$ cat config.mk
export PLATFORM = sky130hd
export DESIGN_NAME = bram_burst_reader
export DESIGN_NICKNAME = d
export VERILOG_FILES = /design/src/rtl/bram_burst_reader_pkg.sv /design/src/rtl/bram_burst_reader_lat_pipe.sv /design/src/rtl/bram_burst_reader.sv
export SDC_FILE = /design/constraint.sdc
export NUM_CORES = 1
export LEC_CHECK = 0
export CAP_MARGIN = 15
export CORE_ASPECT_RATIO = 1.75
export CORE_MARGIN = 3
export CORE_UTILIZATION = 47
export DETAILED_ROUTE_END_ITERATION = 10
export HOLD_SLACK_MARGIN = 0.05
export PLACE_DENSITY = 0.85
export SYNTH_ARGS = -nofsm -noshare
export SYNTH_HDL_FRONTEND = slang
export SYNTH_SLANG_ARGS = --single-unit
$ cat constraint.sdc
create_clock -name clk -period 2.7 [get_ports clk]
set_clock_uncertainty 0.05 [all_clocks]
set_input_delay 0.675 -clock clk [delete_from_list [all_inputs] [get_ports clk]]
set_output_delay 0.675 -clock clk [all_outputs]
set_load 0.005 [all_outputs]
$ cat src/rtl/bram_burst_reader_pkg.sv
// Shared constants for the instruction-cache line-fill path: FSM encoding and
// the default burst geometry and BRAM timing.
package bram_burst_reader_pkg;

    localparam int BRB_BURST_LEN    = 8;
    localparam int BRB_BRAM_LATENCY = 10;
    localparam int BRB_ADDR_W       = 13;
    localparam int BRB_OFF_W        = $clog2(BRB_BURST_LEN);

    typedef logic [1:0] brb_state_t;

    localparam logic [1:0] ST_IDLE  = 2'd0;
    localparam logic [1:0] ST_ISSUE = 2'd1;
    localparam logic [1:0] ST_DRAIN = 2'd2;

endpackage

$ cat src/rtl/bram_burst_reader_lat_pipe.sv
// Valid-bit delay line that tags each issued BRAM read until its data
// appears on the BRAM read port.
module bram_lat_pipe
    import bram_burst_reader_pkg::*;
#(
    parameter int DEPTH = BRB_BRAM_LATENCY
) (
    input  logic clk,
    input  logic rst_n,
    input  logic i_tag,
    output logic o_tag
);

    logic [DEPTH-1:0] r_sr;

    generate
        if (DEPTH == 1) begin : g_one
            always_ff @(posedge clk or negedge rst_n) begin
                if (!rst_n) r_sr <= '0;
                else        r_sr <= i_tag;
            end
        end else begin : g_many
            always_ff @(posedge clk or negedge rst_n) begin
                if (!rst_n) r_sr <= '0;
                else        r_sr <= {r_sr[DEPTH-2:0], i_tag};
            end
        end
    endgenerate

    assign o_tag = r_sr[DEPTH-1];

endmodule

$ cat src/rtl/bram_burst_reader.sv
// Line-fill reader: on a cache miss, streams BURST_LEN aligned words out of a
// fixed-latency BRAM and hands them back one per cycle.
module bram_burst_reader
    import bram_burst_reader_pkg::*;
#(
    parameter int BURST_LEN    = BRB_BURST_LEN,
    parameter int BRAM_LATENCY = BRB_BRAM_LATENCY,
    parameter int ADDR_W       = BRB_ADDR_W
) (
    input  logic              clk,
    input  logic              rst_n,
    input  logic              req_valid,
    output logic              req_ready,
    input  logic [31:0]       req_addr,
    output logic              bram_en,
    output logic [ADDR_W-1:0] bram_addr,
    input  logic [31:0]       bram_rdata,
    output logic              out_valid,
    output logic [31:0]       out_data,
    output logic              burst_done,
    output logic              busy
);

    localparam int OFF_W = $clog2(BURST_LEN);
    localparam int CNT_W = OFF_W + 1;
    localparam logic [CNT_W-1:0] CNT_LAST    = CNT_W'(BURST_LEN);
    localparam logic [CNT_W-1:0] CNT_LAST_M1 = CNT_W'(BURST_LEN - 1);

    brb_state_t        r_state;
    logic              r_bram_en;
    logic [ADDR_W-1:0] r_bram_addr;
    logic [CNT_W-1:0]  r_issue_cnt;
    logic [CNT_W-1:0]  r_ret_cnt;
    logic              r_out_valid;
    logic [31:0]       r_out_data;
    logic              r_burst_done;

    logic [ADDR_W-1:0] w_word;
    logic [ADDR_W-1:0] w_base;
    logic              w_tag;
    logic              w_unused;

    // Byte address -> word address, snapped to the start of the cache line.
    assign w_word   = req_addr[ADDR_W+1:2];
    assign w_base   = {w_word[ADDR_W-1:OFF_W], {OFF_W{1'b0}}};
    assign w_unused = ^{req_addr[31:ADDR_W+2], req_addr[1:0], w_word[OFF_W-1:0]};

    always_ff @(posedge clk or negedge rst_n) begin
        if (!rst_n) begin
            r_state     <= ST_IDLE;
            r_bram_en   <= 1'b0;
            r_bram_addr <= '0;
            r_issue_cnt <= '0;
        end else begin
            case (r_state)
                ST_IDLE: begin
                    if (req_valid) begin
                        r_state     <= ST_ISSUE;
                        r_bram_en   <= 1'b1;
                        r_bram_addr <= w_base;
                        r_issue_cnt <= CNT_W'(1);
                    end
                end
                ST_ISSUE: begin
                    if (r_issue_cnt == CNT_LAST) begin
                        r_state     <= ST_DRAIN;
                        r_bram_en   <= 1'b0;
                        r_issue_cnt <= '0;
                    end else begin
                        r_bram_addr <= r_bram_addr + ADDR_W'(1);
                        r_issue_cnt <= r_issue_cnt + CNT_W'(1);
                    end
                end
                ST_DRAIN: begin
                    if (r_ret_cnt == CNT_LAST) r_state <= ST_IDLE;
                end
                default: r_state <= ST_IDLE;
            endcase
        end
    end

    // The tag enters on the edge where the BRAM samples the read.
    bram_lat_pipe #(.DEPTH(BRAM_LATENCY)) u_lat_pipe (
        .clk   (clk),
        .rst_n (rst_n),
        .i_tag (r_bram_en),
        .o_tag (w_tag)
    );

    always_ff @(posedge clk or negedge rst_n) begin
        if (!rst_n) begin
            r_out_valid  <= 1'b0;
            r_out_data   <= '0;
            r_burst_done <= 1'b0;
            r_ret_cnt    <= '0;
        end else begin
            r_out_valid  <= w_tag;
            r_burst_done <= w_tag && (r_ret_cnt == CNT_LAST_M1);
            if (w_tag) begin
                r_out_data <= bram_rdata;
                r_ret_cnt  <= r_ret_cnt + CNT_W'(1);
            end else if (r_state == ST_DRAIN && r_ret_cnt == CNT_LAST) begin
                r_ret_cnt <= '0;
            end
        end
    end

    assign req_ready  = (r_state == ST_IDLE);
    assign busy       = (r_state != ST_IDLE);
    assign bram_en    = r_bram_en;
    assign bram_addr  = r_bram_addr;
    assign out_valid  = r_out_valid;
    assign out_data   = r_out_data;
    assign burst_done = r_burst_done;

endmodule

==> run summary, run 1 <==
The number of nets in the layout is 397. The portion of total power attributed to the clock network came out at 21.7%. In this run the horizontal extent of the chip is 65.82 um. The number of pins exceeding their max-slew limit in the final report came to 0. After synthesis, the cell types taking the most area are sky130_fd_sc_hd__dfrtp_1, sky130_fd_sc_hd__mux2_2, sky130_fd_sc_hd__ha_1, sky130_fd_sc_hd__buf_6, sky130_fd_sc_hd__nand2_1.

The post-route minimum period came out at 2.374 ns. The max-cap violation count came out at 0. The count of flip-flops with a built-in enable after synthesis came out at 0. The number of top-level pins is 117. The count of endpoints failing hold in the final timing report came to 0. In the synthesized netlist the dominant register cell turns out to be sky130_fd_sc_hd__dfrtp_1.

The maximum clock rate came out at 421.2 MHz. In this run the post-CTS setup repair buffer count came out at 0. The combinational cell fraction of total power came out at 38.1%. The number of clock buffers inserted by TritonCTS came out at 9.

STA classifies the critical path endpoint as a primary output. The HPWL after detailed placement came out at 4403 um. Setup repair after global routing left no endpoint under its margin. The TritonCTS sink count is 68. The area occupied by registers came out at 0.001702 mm2.

The clock-pin slew on the worst setup and hold paths came out at 0.07 ns. The clock latency of the later-clocked register in the worst-skew pair came out at 0.34 ns. The routed layout has 2173 vias. In the synthesized netlist, the cells that appear most often are sky130_fd_sc_hd__dfrtp_1, sky130_fd_sc_hd__mux2_2, sky130_fd_sc_hd__nand2_1, sky130_fd_sc_hd__a21oi_1, sky130_fd_sc_hd__nand3_1. The critical setup path kind is reg2out.

The layout-stage area growth over the synthesis result is 40.39%. In the final routed layout, each cell accounts on average for 15.09 um. In this run the critical register-to-register path is captured at bram_addr[10]$_DFFE_PN0P_. The total routing resource utilization after global routing is 17.66%. The register bit count reported by yosys is 68. The vertical extent of the die is 110.7 um. The starting utilization of the core area is 49.28%. Data on the critical path is required at its endpoint by 1.98 ns. The via count of the first global-routing pass is 2196.

The post-detailed-routing wire length came out at 6155 um. The share of post-route cells with drive strength above 1 came out at 18.18%. The post-synthesis cell type count came out at 39.

The maximum number of buffers from clock root to sink is 2. The quantity of gates resized following cts came out at 0. Summing all non-filler instances in the final layout gives an area of 0.004131 mm2. In this run the critical register-to-register path is launched from r_issue_cnt[0]$_DFFE_PN0P_. The run finished with clean final reports.

The filler cell count came out at 443. The fraction of the core area covered by cells at the end of the flow is 69.18%. The most common cell in the synthesized netlist is sky130_fd_sc_hd__dfrtp_1. The maximum level of the CTS H-tree is 3. The detailed-router iteration count before antenna repair is 4.

The headroom to the max-slew limit came out at 63.31%. Of the total power, the share spent switching nets is 30.82%. In the routed design, unresolved DRC markers number 0. The first global-routing pass estimated 9867 um of wire.

The cell area after synthesis came out at 0.002943 mm2. The number of port buffers is 94. The post-synthesis cell count came out at 230. The number of design-rule violations left by the first detailed-router iteration is 109. For the pin with the worst max-slew slack, the measured transition is 0.5493 ns.

Dividing the detail-routed via count by the number of cells gives 5.326. The overflow left after global routing is 0. The largest net degree at the start of global routing came out at 69. The fraction of the cycle the final worst path needs came out at 87.92%. The origin of the worst setup path is r_state[0]$_DFFE_PN0P_.

The net load switching power came out at 1.369 mW. TritonCTS built the clock tree. The biggest fanout along the worst timing path came out at 11. The maximum ir drop on the vdd rail came out at 0.0006319 V. The min-delay analysis places its worst path in the category in2async. After floorplanning, the core was sized to cover 0.005972 mm2. The mean post-synth cell area is 12.79 um2. The number of antenna violations at the first check in global routing was 0. Synthesis produced a netlist with a net count of 302.

The sequential share of the synthesized area is 57.82%. The type of origin of the critical path is a register. The most critical setup path has its endpoint at req_ready. The area share of the largest cell type after synthesis came out at 57.82%. The weighted congestion reported at the end of routability-driven placement is 0.7468. The final setup violation count is 0. Excluding fillers, the count of instances in the completed layout stands at 408.

The total power density per cell area is 1075 mW/mm2. The setup TNS after final layout is 0 ns. Row generation in the floorplan step produced 37 rows.

The arrival time of data at the critical path endpoint came out at 1.65 ns. In this run the cell area measured after placement is 0.003900 mm2. The area of the multi-input gates came out at 0.001100 mm2. The floorplan step defined a die boundary enclosing 0.007284 mm2. Clock tree synthesis selected as its root buffer the cell sky130_fd_sc_hd__clkbuf_8. The yosys synthesis warning count came out at 0.

Buffers inserted to repair hold after CTS numbered 0. The internal cell power came out at 3.073 mW. The number of cells on the worst reg-to-reg path is 7. The antenna cell count is 0. The leakage power is 1.759 nW. The cell accounting for the most synthesized area is sky130_fd_sc_hd__dfrtp_1. Counting tap cells, the placed design contains a total of 392 instances.

The part of the total power dissipated in sequential elements came out at 40.2%. Of all flip-flops after synthesis, the portion carrying an async set or reset was 100.0%. The post-route antenna net violation count came out at 0.

The setup slack on the worst flop-to-flop path is 0.90 ns.
[power by group through the flow]
| stage | Sequential (mW) | Clock (mW) | Combinational [mW] |
|---|---|---|---|
| global placement | 1.78 | 0 | 1.66 |
| detailed placement | 1.80 | 0 | 1.70 |
| CTS | 1.78 | 0.997 | 1.71 |
| global route | 1.84 | 1.04 | 1.84 |
| floorplan | 1.73 | 0 | 0.979 |
| finish | 1.78 | 0.965 | 1.69 |
[worst min path at each step]
stage	to	slack (ns)	cells past startpoint
3_3_place_gp	u_lat_pipe.r_sr[1]$_DFF_PN0_	0.29	0
6_report	bram_addr[3]$_DFFE_PN0P_	0.29	2
4_1_cts	bram_addr[9]$_DFFE_PN0P_	0.30	2
2_1_floorplan	u_lat_pipe.r_sr[1]$_DFF_PN0_	0.28	0
5_1_grt	u_lat_pipe.r_sr[5]$_DFF_PN0_	0.30	0
3_5_place_dp	u_lat_pipe.r_sr[9]$_DFF_PN0_	0.28	0
[stage by stage]
stage | power, mW | hold WS, ns | setup WS [ns]
finish | 4.442 | 0.2856 | 0.3260
CTS | 4.491 | 0.2972 | 0.3042
global placement | 3.436 | 0.2878 | 0.5058
floorplan | 2.711 | 0.2812 | 1.146
global route | 4.725 | 0.2997 | 0.2240
detailed placement | 3.498 | 0.2847 | 0.4766
[layout by cell type, fill, tap and decap left out, types with 3 or more instances in the layout]
master / instances
sky130_fd_sc_hd__mux2i_1: 3
sky130_fd_sc_hd__o21ai_1: 3
sky130_fd_sc_hd__ha_1: 5
sky130_fd_sc_hd__nand2_1: 15
sky130_fd_sc_hd__inv_1: 9
sky130_fd_sc_hd__clkbuf_8: 9
sky130_fd_sc_hd__a22oi_1: 3
sky130_fd_sc_hd__o21ai_0: 7
sky130_fd_sc_hd__dfrtp_1: 68
sky130_fd_sc_hd__a21oi_1: 11
sky130_fd_sc_hd__a22o_1: 4
sky130_fd_sc_hd__o22ai_1: 6
sky130_fd_sc_hd__nor2_1: 6
sky130_fd_sc_hd__nand4_1: 4
sky130_fd_sc_hd__clkdlybuf4s50_1: 93
sky130_fd_sc_hd__a2bb2oi_1: 5
sky130_fd_sc_hd__nand3_1: 10
sky130_fd_sc_hd__mux2_2: 33
sky130_fd_sc_hd__bufinv_16: 3
sky130_fd_sc_hd__a31oi_1: 3
[cell type report]
type,count,area share (%)
Clock buffer,11,3.180
Clock inverter,5,2.423
Inverter,10,0.9085
Multi-Input combinational cell,140,26.62
Sequential cell,68,41.19
Tap cell,78,2.362
Timing Repair Buffer,96,23.32
[layer usage]
| layer | routed length, um | share of wire [%] | vias to the layer above | GRT usage, % |
|---|---|---|---|---|
| li1 | - | - | 1023 | - |
| met1 | 2369 | 38 | 1049 | 18.78 |
| met2 | 3341 | 54 | 95 | 31.37 |
| met3 | 369 | 6.0 | 6 | 5.071 |
| met4 | 75 | 1.2 | 0 | 7.341 |
| met5 | 0 | 0 | - | 0 |
[cells by family after synthesis]
logic type / share of synthesized area, %
flip-flops: 57.82
AO/OA/AOI/OAI: 11.78
AND/OR/NAND/NOR: 9.226
multiplexers: 13.65
buffers and inverters: 4.804
adder cells (fa/ha/maj): 2.126
XOR/XNOR: 0.5953
[registers in the layout (all words and copies together), names as in the netlist]
signal	flops
burst_done	1
bram_en	1
r_issue_cnt	4
r_state	2
out_data	32
r_ret_cnt	4
bram_addr	13
u_lat_pipe.r_sr	10
out_valid	1
[critical path: stages (launching register included)]
cell	delay, ns
sky130_fd_sc_hd__dfrtp_1	0.52
sky130_fd_sc_hd__nor2_1	0.25
sky130_fd_sc_hd__clkdlybuf4s50_1	0.54
No activity file was read; power rests on OpenSTA's default activity.
==> run 2: changes to the inputs <==
- CTS_CLUSTER_DIAMETER: unset -> 150
==> results of run 2 <==
Final layout, timing and power as in run 1 (identical DEF).
